===== src/rtl/priority_codec_pkg.sv =====
// ---------------------------------------------------------------------------
// priority_codec_pkg
// Shared definitions for the priority encoder / decoder family.
//   CODE_W    : width of the encoded index
//   ONEHOT_W  : width of the one-hot vector
//   CNT_W     : width of the hold/gap timer
//   state_t   : decoder FSM states (IDLE, DRIVE, GAP)
//   decode()  : index -> one-hot conversion
// ---------------------------------------------------------------------------
package priority_codec_pkg;

    localparam int CODE_W   = 2;
    localparam int ONEHOT_W = 4;
    localparam int CNT_W    = 8;

    typedef enum logic [1:0] {
        IDLE  = 2'd0,
        DRIVE = 2'd1,
        GAP   = 2'd2
    } state_t;

    // Exactly one bit set for every legal code.
    function automatic logic [ONEHOT_W-1:0] decode(input logic [CODE_W-1:0] code);
        logic [ONEHOT_W-1:0] onehot;
        onehot = '0;
        for (int i = 0; i < ONEHOT_W; i++) begin
            if (code == CODE_W'(i)) begin
                onehot[i] = 1'b1;
            end
        end
        return onehot;
    endfunction

endpackage


===== src/rtl/priority_decoder4_timer.sv =====
// ---------------------------------------------------------------------------
// priority_decoder4_timer
// 8-bit down-counter used to time the DRIVE and GAP phases.
// Ports:
//   clk, rst  : clock and synchronous active-high reset (count -> 0)
//   load      : load load_val this edge (takes priority over en)
//   load_val  : value to load
//   en        : count down by one; saturates at zero (no wrap)
//   count     : current counter value
//   done      : count == 0
// ---------------------------------------------------------------------------
module priority_decoder4_timer
    import priority_codec_pkg::*;
(
    input  logic             clk,
    input  logic             rst,
    input  logic             load,
    input  logic [CNT_W-1:0] load_val,
    input  logic             en,
    output logic [CNT_W-1:0] count,
    output logic             done
);

    logic [CNT_W-1:0] count_reg;
    logic [CNT_W-1:0] count_next;

    always_comb begin
        count_next = count_reg;
        if (load) begin
            count_next = load_val;
        end else if (en && (count_reg != '0)) begin
            count_next = count_reg - 1'b1;
        end
    end

    always_ff @(posedge clk) begin
        if (rst) begin
            count_reg <= '0;
        end else begin
            count_reg <= count_next;
        end
    end

    assign count = count_reg;
    assign done  = (count_reg == '0);

endmodule


===== src/rtl/priority_decoder4.sv =====
// ---------------------------------------------------------------------------
// priority_decoder4
// Accepts a 2-bit index, then drives its registered one-hot decode for
// HOLD_CYCLES cycles, followed by GAP_CYCLES idle cycles before the next
// accept. abort cancels the current output on the next edge.
//
// Parameters:
//   HOLD_CYCLES : cycles y/y_valid are held (1..255)
//   GAP_CYCLES  : idle cycles after each hold (0..255)
// Ports:
//   clk, rst    : clock, synchronous active-high reset
//   a           : index to decode
//   in_valid    : a is valid
//   in_ready    : block can accept this cycle (IDLE, no abort, no reset)
//   abort       : cancel current output / block acceptance
//   y, y_valid  : registered one-hot output and its qualifier
//   busy        : FSM not in IDLE
// Optional feature (macro PRIORITY_DECODER4_STICKY_EN):
//   seen_clr    : clear the sticky history
//   seen        : registered OR of every y issued since the last clear
// ---------------------------------------------------------------------------
module priority_decoder4
    import priority_codec_pkg::*;
#(
    parameter int HOLD_CYCLES = 2,
    parameter int GAP_CYCLES  = 1
) (
    input  logic                clk,
    input  logic                rst,
    input  logic [CODE_W-1:0]   a,
    input  logic                in_valid,
    output logic                in_ready,
    input  logic                abort,
`ifdef PRIORITY_DECODER4_STICKY_EN
    input  logic                seen_clr,
    output logic [ONEHOT_W-1:0] seen,
`endif
    output logic [ONEHOT_W-1:0] y,
    output logic                y_valid,
    output logic                busy
);

    // Counter is loaded with N-1 on entry so a phase lasts exactly N cycles.
    localparam logic [CNT_W-1:0] HOLD_LOAD = CNT_W'(HOLD_CYCLES - 1);
    localparam bit               HAS_GAP   = (GAP_CYCLES != 0);
    localparam logic [CNT_W-1:0] GAP_LOAD  = HAS_GAP ? CNT_W'(GAP_CYCLES - 1) : '0;

    state_t              state_reg, state_next;
    logic [CODE_W-1:0]   code_reg, code_next;
    logic [ONEHOT_W-1:0] y_reg, y_next;
    logic                y_valid_reg, y_valid_next;

    logic                tmr_load;
    logic [CNT_W-1:0]    tmr_load_val;
    logic                tmr_en;
    logic [CNT_W-1:0]    tmr_count;
    logic                tmr_done;
    logic                accept;

    priority_decoder4_timer u_timer (
        .clk      (clk),
        .rst      (rst),
        .load     (tmr_load),
        .load_val (tmr_load_val),
        .en       (tmr_en),
        .count    (tmr_count),
        .done     (tmr_done)
    );

    // rst is included so nothing looks acceptable while reset is held.
    assign in_ready = (state_reg == IDLE) && !abort && !rst;
    assign accept   = in_valid && in_ready;

    always_comb begin
        state_next   = state_reg;
        code_next    = code_reg;
        y_next       = y_reg;
        y_valid_next = y_valid_reg;
        tmr_load     = 1'b0;
        tmr_load_val = '0;
        tmr_en       = 1'b0;

        case (state_reg)
            IDLE: begin
                if (accept) begin
                    state_next   = DRIVE;
                    code_next    = a;
                    y_next       = decode(a);
                    y_valid_next = 1'b1;
                    tmr_load     = 1'b1;
                    tmr_load_val = HOLD_LOAD;
                end
            end

            DRIVE: begin
                if (abort) begin
                    // Return the timer to zero so IDLE always sees a clean counter.
                    state_next   = IDLE;
                    y_next       = '0;
                    y_valid_next = 1'b0;
                    tmr_load     = 1'b1;
                end else if (tmr_done) begin
                    y_next       = '0;
                    y_valid_next = 1'b0;
                    if (HAS_GAP) begin
                        state_next   = GAP;
                        tmr_load     = 1'b1;
                        tmr_load_val = GAP_LOAD;
                    end else begin
                        state_next = IDLE;
                    end
                end else begin
                    tmr_en = 1'b1;
                end
            end

            GAP: begin
                if (abort) begin
                    state_next = IDLE;
                    tmr_load   = 1'b1;
                end else if (tmr_done) begin
                    state_next = IDLE;
                end else begin
                    tmr_en = 1'b1;
                end
            end

            default: begin
                state_next   = IDLE;
                y_next       = '0;
                y_valid_next = 1'b0;
                tmr_load     = 1'b1;
            end
        endcase
    end

    always_ff @(posedge clk) begin
        if (rst) begin
            state_reg   <= IDLE;
            code_reg    <= '0;
            y_reg       <= '0;
            y_valid_reg <= 1'b0;
        end else begin
            state_reg   <= state_next;
            code_reg    <= code_next;
            y_reg       <= y_next;
            y_valid_reg <= y_valid_next;
        end
    end

    assign y       = y_reg;
    assign y_valid = y_valid_reg;
    assign busy    = (state_reg != IDLE);

`ifdef PRIORITY_DECODER4_STICKY_EN
    // History updates on the same edge the new y is registered, so a clear
    // coinciding with an accept leaves exactly that y in the history.
    logic [ONEHOT_W-1:0] seen_reg;
    logic [ONEHOT_W-1:0] seen_next;

    always_comb begin
        seen_next = seen_clr ? '0 : seen_reg;
        if (accept) begin
            seen_next = seen_next | y_next;
        end
    end

    always_ff @(posedge clk) begin
        if (rst) begin
            seen_reg <= '0;
        end else begin
            seen_reg <= seen_next;
        end
    end

    assign seen = seen_reg;
`endif

endmodule

===== config.mk =====
export PLATFORM = sky130hd
export DESIGN_NAME = priority_decoder4
export DESIGN_NICKNAME = d
export VERILOG_FILES = /design/src/rtl/priority_codec_pkg.sv /design/src/rtl/priority_decoder4_timer.sv /design/src/rtl/priority_decoder4.sv
export SDC_FILE = /design/constraint.sdc
export NUM_CORES = 1
export LEC_CHECK = 0
export BUFFER_PORTS_ARGS = -buffer_cell sky130_fd_sc_hd__buf_2
export CAP_MARGIN = 20
export CELL_PAD_IN_SITES_DETAIL_PLACEMENT = 0
export CELL_PAD_IN_SITES_GLOBAL_PLACEMENT = 1
export CORE_UTILIZATION = 37
export DETAILED_ROUTE_END_ITERATION = 12
export PLACE_DENSITY = 0.71
export SYNTH_ARGS = -nofsm -noshare
export SYNTH_HDL_FRONTEND = slang
export SYNTH_SLANG_ARGS = --single-unit

===== constraint.sdc =====
create_clock -name clk -period 1.83 [get_ports clk]
set_input_delay 0.0915 -clock clk [delete_from_list [all_inputs] [get_ports clk]]
set_output_delay 0.0915 -clock clk [all_outputs]
set_load 0.02 [all_outputs]

### After elaboration in Yosys (flattened, before gate mapping)

Index checks and enable logic that the tools add are counted.

* reduce and logical (&&, ||, !) cells: 15
* bitwise operators: 1
* equality and inequality tests: 8
* mux-type cells: 30
* add/sub/neg operators: 1

Operators with widths (number)
* two-way mux 1 bit: 16
* two-way mux 8 bit: 2
* two-way mux 4 bit: 3
* one-hot mux 4 bit (3 select lines): 1
* two-way mux 2 bit: 5
* logical NOT 8 bit: 1
* nonzero test 8 bit: 1
* subtractor 8 x 1 -> 8 bit (second input constant): 1
* equality test 2 bit (second input constant): 3
* inequality test 3 bit (second input constant): 2
* one-hot mux 1 bit (3 select lines): 2
* one-hot mux 2 bit (3 select lines): 1
* AND reduction 3 bit: 2
* equality test 2 x 1 -> 1 bit (second input constant): 2
* logical AND 1 bit: 4
* logical NOT 2 bit: 2
* nonzero test 2 bit: 2
* logical NOT 1 bit: 2
* inequality test 2 bit (second input constant): 1
* OR reduction 2 bit: 1
* inverter 1 bit: 1

* output and inout port bits: 7
* flip-flop bits (word level): 15
* word-level logic and storage cells: 59

### Depth between registers and ports, before layout

* depth in word-level cells: 7
* gate-level depth with buffers: 7
* mapped depth without buffers: 6

### By module

Synthesis repeated with hierarchy kept, for this count alone.

* cell total of the unflattened synthesis: 110
* area total of the unflattened synthesis: 992.2 um^2

By module, submodules not included
* priority_decoder4_timer: cells each 59, area an instance 515.5 um^2, instances 1
* priority_decoder4: cells each 51, area an instance 476.7 um^2, instances 1

### Worst setup path after synthesis

No wires, ideal clock.

* path type: reg2reg
* start point: register state_reg[0]
* end point: register u_timer.count_reg[7], in the netlist u_timer.count[7]
* library setup time: 126 ps
* arrival time: 1864 ps
* setup slack: -160 ps
* data required time: 1704 ps
* buffers on the path: 0
* stages on the path, launching flop included: 7
* cell sequence: dfxtp_1 -> inv_1 -> ha_1 -> or4b_2 -> a211oi_4 -> mux2i_1 -> nor3_1

* word-level cells in the longest chain between the ends: 7
* elaborated cells between the ends (all ways): 13
* classes of those cells: 2 x eq/ne; 4 x mux; 7 x reduce/logical

Ends and longest elaborated chain
* start, declared: RTL line priority_decoder4.sv:48 `state_t state_reg, state_next;`
* start signal, assigned: RTL line priority_decoder4.sv:144 `state_reg <= state_next;`
* logical NOT 2 bit
* logical AND 1 bit (2 in a row): RTL line priority_decoder4.sv:71 `assign in_ready = (state_reg == IDLE) && !abort && !rst;`
* logical AND 1 bit: RTL line priority_decoder4.sv:72 `assign accept = in_valid && in_ready;`
* two-way mux 1 bit: RTL line priority_decoder4.sv:85 `if (accept) begin`
* one-hot mux 1 bit (3 select lines): RTL line priority_decoder4.sv:83 `case (state_reg)`
* two-way mux 8 bit / nonzero test 2 bit (equally long branches)
* end signal, assigned: RTL line priority_decoder4_timer.sv:40 `count_reg <= count_next;`
* end, declared: RTL line priority_decoder4_timer.sv:24 `logic [CNT_W-1:0] count_reg;`

Several ways; a longest one is shown, not always the timed one.
A chain may end at the register's enable or synchronous reset.

### Final worst setup path

* start point: register u_timer.count_reg[0], in the netlist u_timer.count[0]
* end point: register u_timer.count_reg[6], in the netlist u_timer.count[6]

* word-level cells in the longest chain between the ends: 6
* elaborated cells between the ends (all ways): 13
* classes of those cells: 1 x add/sub; 8 x mux; 4 x reduce/logical

Ends and longest elaborated chain
* parallel branches: the longest is 6 deep, another holds subtractor 8 x 1 -> 8 bit

Several ways; the timed one is not identified. The select of a mux whose other input is x is not followed.

==> impl_metrics.tcl <==
set metrics [dict create \
    min_period_ns 1.75 \
    outcome "finished, final reports clean" \
    fin_crit_sh_pct 95.5 \
    max_slew_margin_pct 63.9 \
    power_mw 1.21 \
    coreArea_sq_um 2280 \
    drtIter0Drc 11 \
    first_pass_iters 4 \
    pwr-share-seq_pct 33.9 \
    grt_pass1_wl_mm 3.33 \
    ys_warn_count 0 \
    dp_slack_ns -0.00711 \
    die-height_um 52.0 \
    final_cell_count_no_fill 157 \
    drcViolationCount 0 \
    switching_share_pct 40.1 \
    synth_top_area_share_pct 32.5 \
    ant_nets 0 \
    peakVddDrop_mv 0.629 \
    drive_gt1_share_pct 38.8 \
    grt_pass1_vias 779 \
    synth.distinct_cells 34 \
    start_util_pct 40.6 \
    finalWirelength_mm 2.03 \
    switching_power_mw 0.485 \
    p_comb_share_pct 49.8 \
    path_class "reg -> reg" \
    rows 17 \
    h-tree-depth 1 \
    mostFrequentLayoutCells "buf_2, buf_4, dfxtp_1, nor2_1, a21oi_1" \
    wire_per_inst_um 12.9 \
    design.die.area_sq_um 2700 \
    clk_path_buf_depth 2 \
    setup_viol 0 \
    grt_overflow 0 \
    cp.arrival_ns 1.97 \
    antenna_found_initial 0 \
    start_kind "flip-flop" \
    hpwlAfterDp_mm 1.53 \
    cts_hold_buf 0 \
    numCtsBuffers 3 \
    diodes 0 \
    io_pins 13 \
    cp_cell_sequence "inv_1 > ha_1 > nand2b_1 > or4_2 > or3_1 > a21oi_1" \
    postSynthCellCount 104 \
    cp.buffers_inverters 1 \
    hold_path.class "in -> reg" \
    p_per_area_nw_per_um2 1030 \
    max_stage_delay_ns 0.55 \
    slowest_stage "or4_2" \
    via_count 861 \
    cts.reportedPaths.clkPinSlew_ns 0.10 \
    largest_register_ff_count 8 \
    max-cap-violations 0 \
    path_max_fanout 3 \
    cts-root-buf "clkbuf_4" \
    grt_max_degree 15 \
    yosys-top-cells-area "dfxtp_1, ha_1, a21oi_1" \
    ys_seq_area_share_pct 32.5 \
    grt_setup_unrepaired "false" \
    whs_ns 0.104 \
    cp_top_family "simple AND/OR/NAND/NOR gates" \
    p_int_mw 0.723 \
    maxSlewViolCount 0 \
    fp.dieW_um 52.0 \
    fmax_ghz 0.572 \
    tritoncts "built" \
    setup_ws_ns 0.0819 \
    final_nets 143 \
    synth-seq-cells 15 \
    synth.largest_area_cell "dfxtp_1" \
    area_growth_pct 26.8 \
    synth_nets 117 \
    finalHoldViolCount 0 \
    clk_latency_ns 0.29 \
    synth_flop_cell "dfxtp_1" \
    numClockSinks 15 \
    tightestPinTransition_ns 0.542 \
    routed_via_density 5.48 \
    p_leak_nw 0.469 \
    clockPowerShare_pct 16.4 \
    track_usage_pct 16.5 \
    portBuffers 12 \
    critPathCaptureType "flip-flop" \
    async_flop_share_pct 0 \
    clock_skew_ns 0.000867 \
    place_congestion 0.726 \
    syn_area_sq_um 923 \
    syn_area_per_cell_sq_um 8.88 \
    synth_edf_count 0 \
    cp.required_ns 2.05 \
    dp.cells 152 \
]
[cells in the mapped netlist (2+ instances only)]
library cell	instances
clkbuf_1	2
o31ai_1	6
nor2_1	10
nand3b_1	3
o41ai_1	2
a21oi_1	9
nand4_1	2
nand2_1	3
or4_1	5
nor3_1	2
or3_1	2
o21ai_0	3
nand2b_1	2
inv_1	6
nand3_1	4
or4_2	3
ha_1	7
dfxtp_1	15
nor2b_1	2
o21a_1	2
[worst paths after layout]
path	from	endpoint	slack [ns]	depth (start not counted)
worst max-delay path	u_timer.count[0]	u_timer.count[6]	0.08	6
worst min register to register	y[2]	y[2]	0.48	2
worst min-delay path	in_valid	u_timer.count[0]	0.10	3
worst max register to register	u_timer.count[0]	u_timer.count[6]	0.08	6
[final cells by class]
| type | count | area, sq um |
|---|---|---|
| Clock buffer | 3 | 22.5 |
| Clock inverter | 1 | 5.00 |
| Tap cell | 28 | 35.0 |
| Inverter | 6 | 22.5 |
| Timing Repair Buffer | 24 | 150 |
| Multi-Input combinational cell | 80 | 631 |
| Fill cell | 212 | 1100 |
| Sequential cell | 15 | 305 |
[through the flow]
step                instance area [sq um]  setup TNS, ns  utilization, %
global placement                     1090       -0.00343            48.0
global route                         1170              0            51.5
finish                               1170              0            51.5
detailed placement                   1090       -0.00927            48.0
CTS                                  1140        -0.0107            50.0
floorplan                             927              0               -
[power by group through the flow]
stage,sequential (mW),combinational [mW],clock (mW)
after detailed placement,0.412,0.559,0
after global placement,0.408,0.553,0
after floorplan,0.431,0.360,0
after global routing,0.416,0.681,0.219
after CTS,0.409,0.584,0.210
final,0.409,0.601,0.198
[logic make-up after synthesis]
kind of cell,count (synthesis),synth area share (%)
and+or+nand+nor,42,28.5
AOI/OAI and AO/OA,29,23.7
DFF,15,32.5
buffers and inverters,9,3.79
adders and majority gates,7,9.48
xor gates and xnor gates,1,0.949
muxes,1,1.08
[tightest hold or removal path, cell delays in order]
cell and delay [ns]:
buf_2 0.10, nand2_1 0.10, nand3_1 0.08
[metal layers]
layer | wire length, um | vias to the layer above | track usage [%]
met5 | 0 | - | 0
met2 | 992 | 13 | 29.7
met1 | 960 | 409 | 19.1
met3 | 73 | 0 | 5.26
met4 | 0 | 0 | 2.70
li1 | - | 439 | -
[repair_timing]
item,CTS,global route
resized for setup,6,7
endpoints found under the setup margin,2,13
buffers inserted,0,1
pin swaps,3,1
Note: power is estimated with default switching activity, not from simulation.
